File: src/rtl/aurora_ctrl_pkg.sv
// Shared state encoding and default parameters for the Aurora lane bring-up controller.
package aurora_ctrl_pkg;

    typedef enum logic [2:0] {
        ST_IDLE      = 3'd0,
        ST_LANE_RST  = 3'd1,
        ST_WAIT_SYNC = 3'd2,
        ST_UP        = 3'd3,
        ST_FAULT     = 3'd4
    } state_e;

    localparam int DEF_NUM_LANES    = 8;
    localparam int DEF_RST_CYCLES   = 16;
    localparam int DEF_SYNC_TIMEOUT = 65536;
    localparam int DEF_MAX_RETRIES  = 4;
    localparam int DEF_LOSS_FILTER  = 8;

endpackage

File: src/rtl/aurora_timeout_cnt.sv
// Saturating up-counter with clear-load and a terminal-count flag; reused for the
// lane reset pulse, the blocksync timeout and the loss-of-sync filter.
module aurora_timeout_cnt #(
    parameter int WIDTH    = 8,
    parameter int TERMINAL = 15
) (
    input  logic i_clk,
    input  logic i_rst,
    input  logic i_load,
    input  logic i_en,
    output logic o_tc
);

    localparam logic [WIDTH-1:0] TC_VAL = WIDTH'(TERMINAL);

    logic [WIDTH-1:0] r_count;

    // Count register: load clears, enable increments up to the terminal value and holds there.
    always_ff @(posedge i_clk) begin
        if (i_rst) begin
            r_count <= {WIDTH{1'b0}};
        end else if (i_load) begin
            r_count <= {WIDTH{1'b0}};
        end else if (i_en && (r_count != TC_VAL)) begin
            r_count <= r_count + WIDTH'(1);
        end else begin
            r_count <= r_count;
        end
    end

    assign o_tc = (r_count == TC_VAL);

endmodule

File: src/rtl/aurora_lane_sync_ctrl.sv
// Bring-up supervisor for a bank of Aurora Rx lanes: pulses lane resets, waits for
// blocksync on all masked lanes, retries on timeout and filters transient sync loss.
module aurora_lane_sync_ctrl
    import aurora_ctrl_pkg::*;
#(
    parameter int NUM_LANES    = DEF_NUM_LANES,
    parameter int RST_CYCLES   = DEF_RST_CYCLES,
    parameter int SYNC_TIMEOUT = DEF_SYNC_TIMEOUT,
    parameter int MAX_RETRIES  = DEF_MAX_RETRIES,
    parameter int LOSS_FILTER  = DEF_LOSS_FILTER
) (
    input  logic                                 clk160,
    input  logic                                 rst,
    input  logic                                 en,
    input  logic [NUM_LANES-1:0]                 lane_mask,
    input  logic [NUM_LANES-1:0]                 blocksync_in,
    output logic [NUM_LANES-1:0]                 lane_rst,
    output logic [NUM_LANES-1:0]                 lanes_up,
    output logic                                 channel_up,
    output logic                                 fault,
    output logic [$clog2(MAX_RETRIES+1)-1:0]     retry_count,
    output logic [2:0]                           state_out
);

    localparam int               RC_W   = $clog2(MAX_RETRIES + 1);
    localparam logic [RC_W-1:0]  MAX_RC = RC_W'(MAX_RETRIES);

    state_e                 r_state;
    logic [NUM_LANES-1:0]   r_lane_rst;
    logic [NUM_LANES-1:0]   r_lanes_up;
    logic                   r_channel_up;
    logic                   r_fault;
    logic [RC_W-1:0]        r_retry_count;

    state_e                 w_state_nxt;
    logic [RC_W-1:0]        w_retry_nxt;
    logic [RC_W-1:0]        w_retry_inc;
    logic [NUM_LANES-1:0]   w_masked;
    logic                   w_all_sync;
    logic                   w_rst_done;
    logic                   w_sync_to;
    logic                   w_loss_tc;

    assign w_masked    = blocksync_in & lane_mask;
    // An empty mask never counts as synced, so it can only end in a timeout.
    assign w_all_sync  = (lane_mask != {NUM_LANES{1'b0}}) && (w_masked == lane_mask);
    assign w_retry_inc = (r_retry_count == MAX_RC) ? r_retry_count : (r_retry_count + RC_W'(1));

    aurora_timeout_cnt #(
        .WIDTH    ($clog2(RST_CYCLES + 1)),
        .TERMINAL (RST_CYCLES - 1)
    ) u_rst_cnt (
        .i_clk  (clk160),
        .i_rst  (rst),
        .i_load ((r_state != ST_LANE_RST) || !en),
        .i_en   (r_state == ST_LANE_RST),
        .o_tc   (w_rst_done)
    );

    aurora_timeout_cnt #(
        .WIDTH    ($clog2(SYNC_TIMEOUT + 1)),
        .TERMINAL (SYNC_TIMEOUT - 1)
    ) u_sync_cnt (
        .i_clk  (clk160),
        .i_rst  (rst),
        .i_load ((r_state != ST_WAIT_SYNC) || !en),
        .i_en   (r_state == ST_WAIT_SYNC),
        .o_tc   (w_sync_to)
    );

    // Terminal at LOSS_FILTER-1 so the drop happens on the LOSS_FILTER-th bad clock.
    aurora_timeout_cnt #(
        .WIDTH    ($clog2(LOSS_FILTER + 1)),
        .TERMINAL (LOSS_FILTER - 1)
    ) u_loss_cnt (
        .i_clk  (clk160),
        .i_rst  (rst),
        .i_load ((r_state != ST_UP) || w_all_sync || !en),
        .i_en   (r_state == ST_UP),
        .o_tc   (w_loss_tc)
    );

    // Next-state and next retry count; en low overrides every other transition.
    always_comb begin
        w_state_nxt = r_state;
        w_retry_nxt = r_retry_count;
        if (!en) begin
            w_state_nxt = ST_IDLE;
            w_retry_nxt = {RC_W{1'b0}};
        end else begin
            case (r_state)
                ST_IDLE: begin
                    w_state_nxt = ST_LANE_RST;
                end
                ST_LANE_RST: begin
                    if (w_rst_done) begin
                        w_state_nxt = ST_WAIT_SYNC;
                    end else begin
                        w_state_nxt = ST_LANE_RST;
                    end
                end
                ST_WAIT_SYNC: begin
                    if (w_all_sync) begin
                        w_state_nxt = ST_UP;
                        w_retry_nxt = {RC_W{1'b0}};
                    end else if (w_sync_to) begin
                        w_retry_nxt = w_retry_inc;
                        w_state_nxt = (w_retry_inc == MAX_RC) ? ST_FAULT : ST_LANE_RST;
                    end else begin
                        w_state_nxt = ST_WAIT_SYNC;
                    end
                end
                ST_UP: begin
                    w_retry_nxt = {RC_W{1'b0}};
                    if (!w_all_sync && w_loss_tc) begin
                        w_state_nxt = ST_LANE_RST;
                    end else begin
                        w_state_nxt = ST_UP;
                    end
                end
                ST_FAULT: begin
                    w_state_nxt = ST_FAULT;
                end
                default: begin
                    w_state_nxt = ST_IDLE;
                    w_retry_nxt = {RC_W{1'b0}};
                end
            endcase
        end
    end

    // State and output registers; outputs are decoded from the next state so they align with state_out.
    always_ff @(posedge clk160) begin
        if (rst) begin
            r_state       <= ST_IDLE;
            r_retry_count <= {RC_W{1'b0}};
            r_lane_rst    <= {NUM_LANES{1'b1}};
            r_lanes_up    <= {NUM_LANES{1'b0}};
            r_channel_up  <= 1'b0;
            r_fault       <= 1'b0;
        end else begin
            r_state       <= w_state_nxt;
            r_retry_count <= w_retry_nxt;
            r_lane_rst    <= ((w_state_nxt == ST_WAIT_SYNC) || (w_state_nxt == ST_UP)) ?
                             {NUM_LANES{1'b0}} : {NUM_LANES{1'b1}};
            r_lanes_up    <= w_masked;
            r_channel_up  <= (w_state_nxt == ST_UP);
            r_fault       <= (w_state_nxt == ST_FAULT);
        end
    end

    assign lane_rst    = r_lane_rst;
    assign lanes_up    = r_lanes_up;
    assign channel_up  = r_channel_up;
    assign fault       = r_fault;
    assign retry_count = r_retry_count;
    assign state_out   = r_state;

endmodule
File: config.mk
export PLATFORM = sky130hd
export DESIGN_NAME = aurora_lane_sync_ctrl
export DESIGN_NICKNAME = d
export VERILOG_FILES = /design/src/rtl/aurora_ctrl_pkg.sv /design/src/rtl/aurora_timeout_cnt.sv /design/src/rtl/aurora_lane_sync_ctrl.sv
export SDC_FILE = /design/constraint.sdc
export NUM_CORES = 1
export LEC_CHECK = 0
export ABC_CLOCK_PERIOD_IN_PS = 3100
export BUFFER_PORTS_ARGS = -buffer_cell sky130_fd_sc_hd__buf_2
export CORE_AREA = 2 2 77 79
export CTS_BUF_LIST = sky130_fd_sc_hd__clkbuf_8
export CTS_CLUSTER_DIAMETER = 100
export DETAILED_ROUTE_END_ITERATION = 7
export DIE_AREA = 0 0 79 81
export PLACE_DENSITY = 0.71
export SYNTH_ARGS = -nofsm -noshare
export SYNTH_HDL_FRONTEND = slang
export SYNTH_SLANG_ARGS = --single-unit
File: constraint.sdc
create_clock -name clk160 -period 3.1 [get_ports clk160]
set_input_delay 0.155 -clock clk160 [delete_from_list [all_inputs] [get_ports clk160]]
set_output_delay 0.155 -clock clk160 [all_outputs]
set_load 0.05 [all_outputs]
==> run metrics, run 1 <==
Slew @ Worst Pin 0.647 ns; Power, Total 1020 µW; clock root buffer clkbuf_8; Final period util 79.7%; Avg Cell Area, Syn 8.53 µm²; setup violators final 0; leading area contributor after synthesis dfxtp_1; adder-cell area share of the yosys netlist 4.07%; Post-synth EDFFs 0; Routed WL 4.21 mm; Final Hold Vio Count 0; Clk pwr share 38.8%; buffers plus inverters on the worst setup path 0; Worst R2R Setup Slack 0.63 ns; Synth area leaders dfxtp_1 40%, nor2_1 5.4%, nand2_1 4.2%; outcome finished clean; static leakage 0.000983 µW; vias in the first global route 1653; Slew HR 56.8%; area of the multi-input gates 0.00116 mm²; final slew viol count 0; min cycle time layout 2.47 ns; critical path type flip-flop to flip-flop; Max Cap Viol 0; Layout fillers 588; final std cells w/o fill 362; Seq/Total Area, Yosys 40.0%; Crit-path slowest cell nor4b_4; YS warnings 0; Placed Cells 354; CTS tree yes; Synth Area in Compound Gates 14.1%; Avg WL per Cell 11.6 µm; CP endpoint kind flip-flop; die height 81 µm; xor and xnor area share after synthesis 5.29%; Post-route DRC 0; Final ANT Viol Nets 0; Distinct cells, synth 47; nets 312; Min-Delay Path Class primary input to flip-flop; clock latency on the worst-skew pair 0.29 ns; largest fanout on the critical path 11; Final Wtd Congestion 0.835; CORE AREA 0.00568 mm²; critical path, cell by cell and4_1 -> nand3_1 -> nor4_1 -> ha_1 -> nor4b_4 -> nand4_2 -> or3_1 -> a21oi_1; initial antenna violation count 0; Synthesized Nets 278; critical path's top delay family simple AND/OR/NAND/NOR gates; worst path required time 3.32 ns; vias per std cell 5.11; PortBufs 42; Yosys reg bits 43; Post-Synthesis Cell Area 0.00215 mm²; clk buf depth 2; IO Pins 43; cts hold-fix bufs 0; Yosys top cell area share 40.0%; postcts setup bufs 0; fmax 405 MHz; First-pass DRT Iterations 4; clk_skew 0.00498 ns; antenna diode count 0; die width 79 µm; FP Rows 28; Critical Path Start Type flip-flop; Psw 238 µW; mux cell area share after synthesis 1.40%; Sequential Power Share 55.0%; pin count of the biggest net entering global routing 20; Starting Density 37.9%; Synth Flop Type dfxtp_1; Reg clk slew, reported paths 0.08 ns; slowest stage delay, CP 0.56 ns; Pint 781 µW; post-detail-place hpwl 3.11 mm; first-pass GRT wire length 7.19 mm; setup TNS 0 ns; Reg area 861 µm²; area delta synth->final 14.7%; CTS resizes 0; Num CTS Buffers 5; largest family of logic cells by synthesized area simple AND/OR/NAND/NOR gates; Async S/R FF share, synth 0%; RSZ-0062 raised after global routing false; detailed-route via count 1851; simple-gate share of the synthesized area 29.1%; Initial DRC Count 56; layout cells sized above 1 19.5%; switching part of the total power 23.3%; Mapped Cells 252; Peak supply drop 265 µV; Total GRT Usage 13.7%; Combinational Power Share 6.2%; power density over the cells 413 mW/mm²; CP arrival 2.69 ns; CTS sink cnt 43; die area 0.00640 mm²; CTS HTree Levels 2; GR Overflow Total 0
[power groups by stage]
stage                     Clock (µW)  Sequential (µW)  Combinational (µW)
after floorplan                    0              590                22.8
after global placement             0              574                62.4
after detailed placement           0              574                63.1
after CTS                        410              561                63.2
after global routing             429              562                69.3
final                            396              561                62.8
[per-stage QoR]
stage	hold slack (ns)	setup slack [ns]	utilization, %	instance area [µm²]
detailed placement	0.393	0.619	41.6	2360
CTS	0.0781	0.606	43.5	2470
global route	0.0854	0.373	43.5	2470
floorplan	0.269	0.844	-	2150
finish	0.0844	0.628	43.5	2470
global placement	0.385	0.720	41.6	2360
[path summary, 6_finish.rpt]
path | from | depth (start not counted) | end
max reg2reg | u_sync_cnt.r_count[10]$_SDFFE_PP0P_ | 8 | u_sync_cnt.r_count[15]$_SDFFE_PP0P_
max | u_sync_cnt.r_count[10]$_SDFFE_PP0P_ | 8 | u_sync_cnt.r_count[15]$_SDFFE_PP0P_
min reg2reg | u_sync_cnt.r_count[16]$_SDFFE_PP0P_ | 2 | u_sync_cnt.r_count[16]$_SDFFE_PP0P_
min | blocksync_in[3] | 3 | lanes_up[3]$_SDFF_PP0_
[layer usage]
metal,track usage (%),part of all wire (%)
met2,22.0,45
met1,17.5,48
met4,5.52,2.0
met5,0,0
met3,3.67,4.1
[state kept, by name (all words and copies together) (netlist names)]
name                flops
u_sync_cnt.r_count     17
lanes_up                8
u_rst_cnt.r_count       5
u_loss_cnt.r_count      4
retry_count             3
state_out               3
channel_up              1
fault                   1
lane_rst                1
[area by class of cell]
class | instances | area share, %
sequential | 43 | 34.9
multi-input combinational | 185 | 47.1
tap | 75 | 3.80
clock buffer | 7 | 3.90
clock inverter | 1 | 0.304
timing repair buffer | 43 | 8.82
inverter | 8 | 1.22
[kinds of logic after synthesis]
| logic type | after synthesis |
|---|---|
| and+or+nand+nor | 116 |
| DFF | 43 |
| xor gates and xnor gates | 13 |
| buffers and inverters | 24 |
| muxes | 3 |
| AOI/OAI and AO/OA | 46 |
| adders and majority gates | 7 |
[cells in the mapped netlist, types with 7 or more instances]
cell type  number
o21ai_0        10
nand4_1         7
nor3_1          7
nand2b_1        7
dfxtp_1        43
ha_1            7
inv_1           8
nor2_1         31
a21oi_1        13
xor2_1         10
buf_4           8
nand2_1        24
[worst register-to-register path, stage by stage (launching register included)]
cell     delay (ns)
dfxtp_1        0.35
and4_1         0.21
nand3_1        0.12
nor4_1         0.07
ha_1           0.35
nor4b_4        0.56
nand4_2        0.24
or3_1          0.36
a21oi_1        0.14
[placed cells by master (no fill, tap or decap), types with 3 or more instances in the layout]
cell type / netlist / layout
clkbuf_8: 0 / 7
xnor2_1: 3 / 3
nand2b_1: 7 / 7
nor3_1: 7 / 7
mux2i_1: 3 / 3
nor2_1: 31 / 31
or4_1: 3 / 3
nand2_1: 24 / 24
o21ai_0: 10 / 10
nand3_1: 6 / 6
nor2b_1: 5 / 5
and3_1: 6 / 6
inv_1: 8 / 8
o31ai_1: 4 / 4
xor2_1: 10 / 10
nand4_1: 7 / 7
buf_2: 0 / 42
dfxtp_1: 43 / 43
ha_1: 7 / 7
or3_1: 6 / 6
a21oi_1: 13 / 13
Note: power is estimated with default switching activity, not from simulation.
==> run 2: changes to the inputs <==
Settings changed: ABC_AREA set to 1, ABC_CLOCK_PERIOD_IN_PS 3100 to 2100, CORE_AREA 2 2 77 79 to 2 2 78 80, DIE_AREA 0 0 79 81 to 0 0 80 82, PLACE_DENSITY 0.71 to 0.73.
Clock period 3.1 ns to 2.1 ns, I/O delays scaled along.
==> run 2 against run 1 <==
Net effect:
- worst hold slack got worse by 0.039 ns
- sequential cell count stayed put
- via count rose by 12%
- setup slack lost 0.48 ns
- critical path depth up 5
- first-iteration DRC count increased by 5.4%
- largest cell class unchanged
- largest power group unchanged
- highest routed layer unchanged
==> run metrics, run 2 <==
Crit-path slowest cell dfxtp_4 (was nor4b_4); Synthesized Nets 353 (was 278); CTS tree yes (unchanged); Layout fillers 602 (was 588); cell area after layout 0.00268 mm² (was 0.00247 mm²); most common cell after layout, fill and taps aside nand2_1 (was dfxtp_1); Slew HR 76.4% (was 56.8%); CTS sink cnt 43 (unchanged); buffers plus inverters on the worst setup path 2 (was 0); CP endpoint kind flip-flop (unchanged); vias in the first global route 1866 (was 1653); Yosys reg bits 43 (unchanged); Critical Path Start Type flip-flop (unchanged); post-detail-place hpwl 3.37 mm (was 3.11 mm); Initial DRC Count 59 (was 56); clock latency on the worst-skew pair 0.29 ns (about the same); leading area contributor after synthesis dfxtp_1 (unchanged); Async S/R FF share, synth 0% (unchanged); pre-CTS WS 0.00108 ns (was 0.619 ns); min cycle time layout 1.95 ns (was 2.47 ns); Post-synth EDFFs 0 (unchanged); Synth area leaders dfxtp_1 39%, nand2_1 15%, inv_1 8.3% (was dfxtp_1 40%, nor2_1 5.4%, nand2_1 4.2%); Slew @ Worst Pin 0.352 ns (was 0.647 ns); First-pass DRT Iterations 4 (unchanged); first-pass GRT wire length 7.52 mm (was 7.19 mm); critical path, cell by cell ha_4 -> nand2_4 -> nor2_4 -> inv_1 -> nor4_2 -> ha_2 -> buf_6 -> nor2_8 -> nand2_4 -> nor2_4 -> nand2_1 -> nand2_1 -> o21ba_2 (was and4_1 -> nand3_1 -> nor4_1 -> ha_1 -> nor4b_4 -> nand4_2 -> or3_1 -> a21oi_1); die height 82 µm (was 81 µm); static leakage 0.00117 µW (was 0.000983 µW); Pint 1160 µW (was 781 µW); Num CTS Buffers 5 (unchanged); clock root buffer clkbuf_8 (unchanged); Yosys top cell area share 38.8% (was 40.0%); Max Cap Viol 0 (unchanged); CP arrival 2.18 ns (was 2.69 ns); Mapped Cells 327 (was 252); Distinct cells, synth 30 (was 47); Reg clk slew, reported paths 0.09 ns (was 0.08 ns); worst path required time 2.33 ns (was 3.32 ns); Setup WS post-layout 0.146 ns (was 0.628 ns); Synth Flop Type dfxtp_1 (unchanged); final slew viol count 0 (unchanged); switching part of the total power 24.0% (was 23.3%); Sequential Power Share 54.2% (was 55.0%); Min-Delay Path Class primary input to flip-flop (unchanged); Post-Synthesis Cell Area 0.00222 mm² (was 0.00215 mm²); Final period util 93.0% (was 79.7%); area of the multi-input gates 0.00114 mm² (was 0.00116 mm²); Avg WL per Cell 9.94 µm (was 11.6 µm); synth cell count leaders 88 x nand2_1, 49 x inv_1, 43 x dfxtp_1 (was 43 x dfxtp_1, 31 x nor2_1, 24 x nand2_1); Total GRT Usage 14.0% (was 13.7%); Hold Slack 0.0455 ns (was 0.0844 ns); die width 80 µm (was 79 µm); Largest register FFs 17 (unchanged); setup violators final 0 (unchanged); CTS HTree Levels 2 (unchanged); Most flops, register u_sync_cnt.r_count (unchanged); Combinational Power Share 8.1% (was 6.2%); IO Pins 43 (unchanged); Placed Cells 441 (was 354); outcome finished clean (unchanged); Post-route DRC 0 (unchanged); Starting Density 38.6% (was 37.9%); Final Wtd Congestion 0.818 (was 0.835); Routed WL 4.49 mm (was 4.21 mm); YS warnings 0 (unchanged); most common cell in the synthesized netlist nand2_1 (was dfxtp_1); largest fanout on the critical path 7 (was 11); pin count of the biggest net entering global routing 14 (was 20); clk buf depth 2 (unchanged); Clk pwr share 37.8% (was 38.8%); clk_skew 0.0116 ns (was 0.00498 ns); critical path's top delay family simple AND/OR/NAND/NOR gates (unchanged); power density over the cells 571 mW/mm² (was 413 mW/mm²); antenna diode count 0 (unchanged); critical path type flip-flop to flip-flop (unchanged); fin util 46.6% (was 43.5%); Post-Place Cell Area 0.00250 mm² (was 0.00236 mm²); nets 402 (was 312); PortBufs 42 (unchanged); fmax 512 MHz (was 405 MHz); Reg area 868 µm² (was 861 µm²); Avg Cell Area, Syn 6.78 µm² (was 8.53 µm²); Psw 367 µW (was 238 µW); Final ANT Viol Nets 0 (unchanged); initial antenna violation count 0 (unchanged); area delta synth->final 20.8% (was 14.7%); slowest stage delay, CP 0.39 ns (was 0.56 ns); Final Hold Vio Count 0 (unchanged); CORE AREA 0.00575 mm² (was 0.00568 mm²); layout cells sized above 1 21.5% (was 19.5%); die area 0.00656 mm² (was 0.00640 mm²); detailed-route via count 2076 (was 1851); Seq/Total Area, Yosys 38.8% (was 40.0%); highest-count cells in the layout ignoring fill and taps 86 x nand2_1, 49 x inv_1, 42 x buf_2 (was 43 x dfxtp_1, 42 x buf_2, 31 x nor2_1); FP Rows 28 (unchanged); vias per std cell 4.59 (was 5.11); Worst R2R Setup Slack 0.15 ns (was 0.63 ns); GR Overflow Total 0 (unchanged); Peak supply drop 371 µV (was 265 µV); final std cells w/o fill 452 (was 362); cts hold-fix bufs 0 (unchanged)
[run 2: final timing paths]
check / startpoint / endpoint / cells past startpoint
worst max-delay path: u_sync_cnt.r_count[1]$_SDFFE_PP0P_ / u_sync_cnt.r_count[5]$_SDFFE_PP0P_ / 13
worst min register to register: u_sync_cnt.r_count[7]$_SDFFE_PP0P_ / u_sync_cnt.r_count[7]$_SDFFE_PP0P_ / 2
worst min-delay path: blocksync_in[2] / lanes_up[2]$_SDFF_PP0_ / 3
worst max register to register: u_sync_cnt.r_count[1]$_SDFFE_PP0P_ / u_sync_cnt.r_count[5]$_SDFFE_PP0P_ / 13
[run 2: cells by family (layout without fill, tap and decap cells)]
logic type / after synthesis / in the layout / share of synthesized area, %
AOI/OAI and AO/OA: 42 / 42 / 10.4
xor gates and xnor gates: 4 / 4 / 1.58
adders and majority gates: 7 / 7 / 3.95
buffers and inverters: 59 / 109 / 11.3
DFF: 43 / 43 / 38.8
and+or+nand+nor: 172 / 172 / 34.0
[run 2: cell type report]
type | instances | share of cell area (%)
clock buffer | 7 | 3.59
tap | 75 | 3.50
sequential | 43 | 32.4
timing repair buffer | 51 | 10.5
clock inverter | 1 | 0.280
multi-input combinational | 225 | 42.7
inverter | 50 | 7.00
[run 2: routing by layer]
metal	vias up	routed length, µm	global-route usage, %
met5	-	0	0
met2	32	2240	25.6
met3	4	139	2.75
li1	1122	-	-
met4	0	33	5.08
met1	918	2080	16.3
[run 2: power groups by stage]
stage / clock network [µW] / logic [µW] / registers (µW)
3_3_place_gp: 0 / 122 / 849
3_5_place_dp: 0 / 124 / 849
5_1_grt: 631 / 137 / 830
4_1_cts: 598 / 124 / 830
6_report: 577 / 123 / 828
2_1_floorplan: 0 / 53.3 / 880
[run 2: through the flow]
stage               total power [µW]  TNS, ns
floorplan                        933        0
global placement                 971        0
detailed placement               973        0
CTS                             1550        0
global route                    1600  -0.0161
finish                          1530        0
[run 2: tightest hold or removal path, stage by stage]
cell	delay, ns
buf_2	0.09
inv_1	0.05
nor3_1	0.04
[run 2: timing repair]
item	4_1_cts	5_1_grt
pin swaps	0	7
resized for setup	1	14
buffers inserted	0	3
setup endpoints to repair	5	22
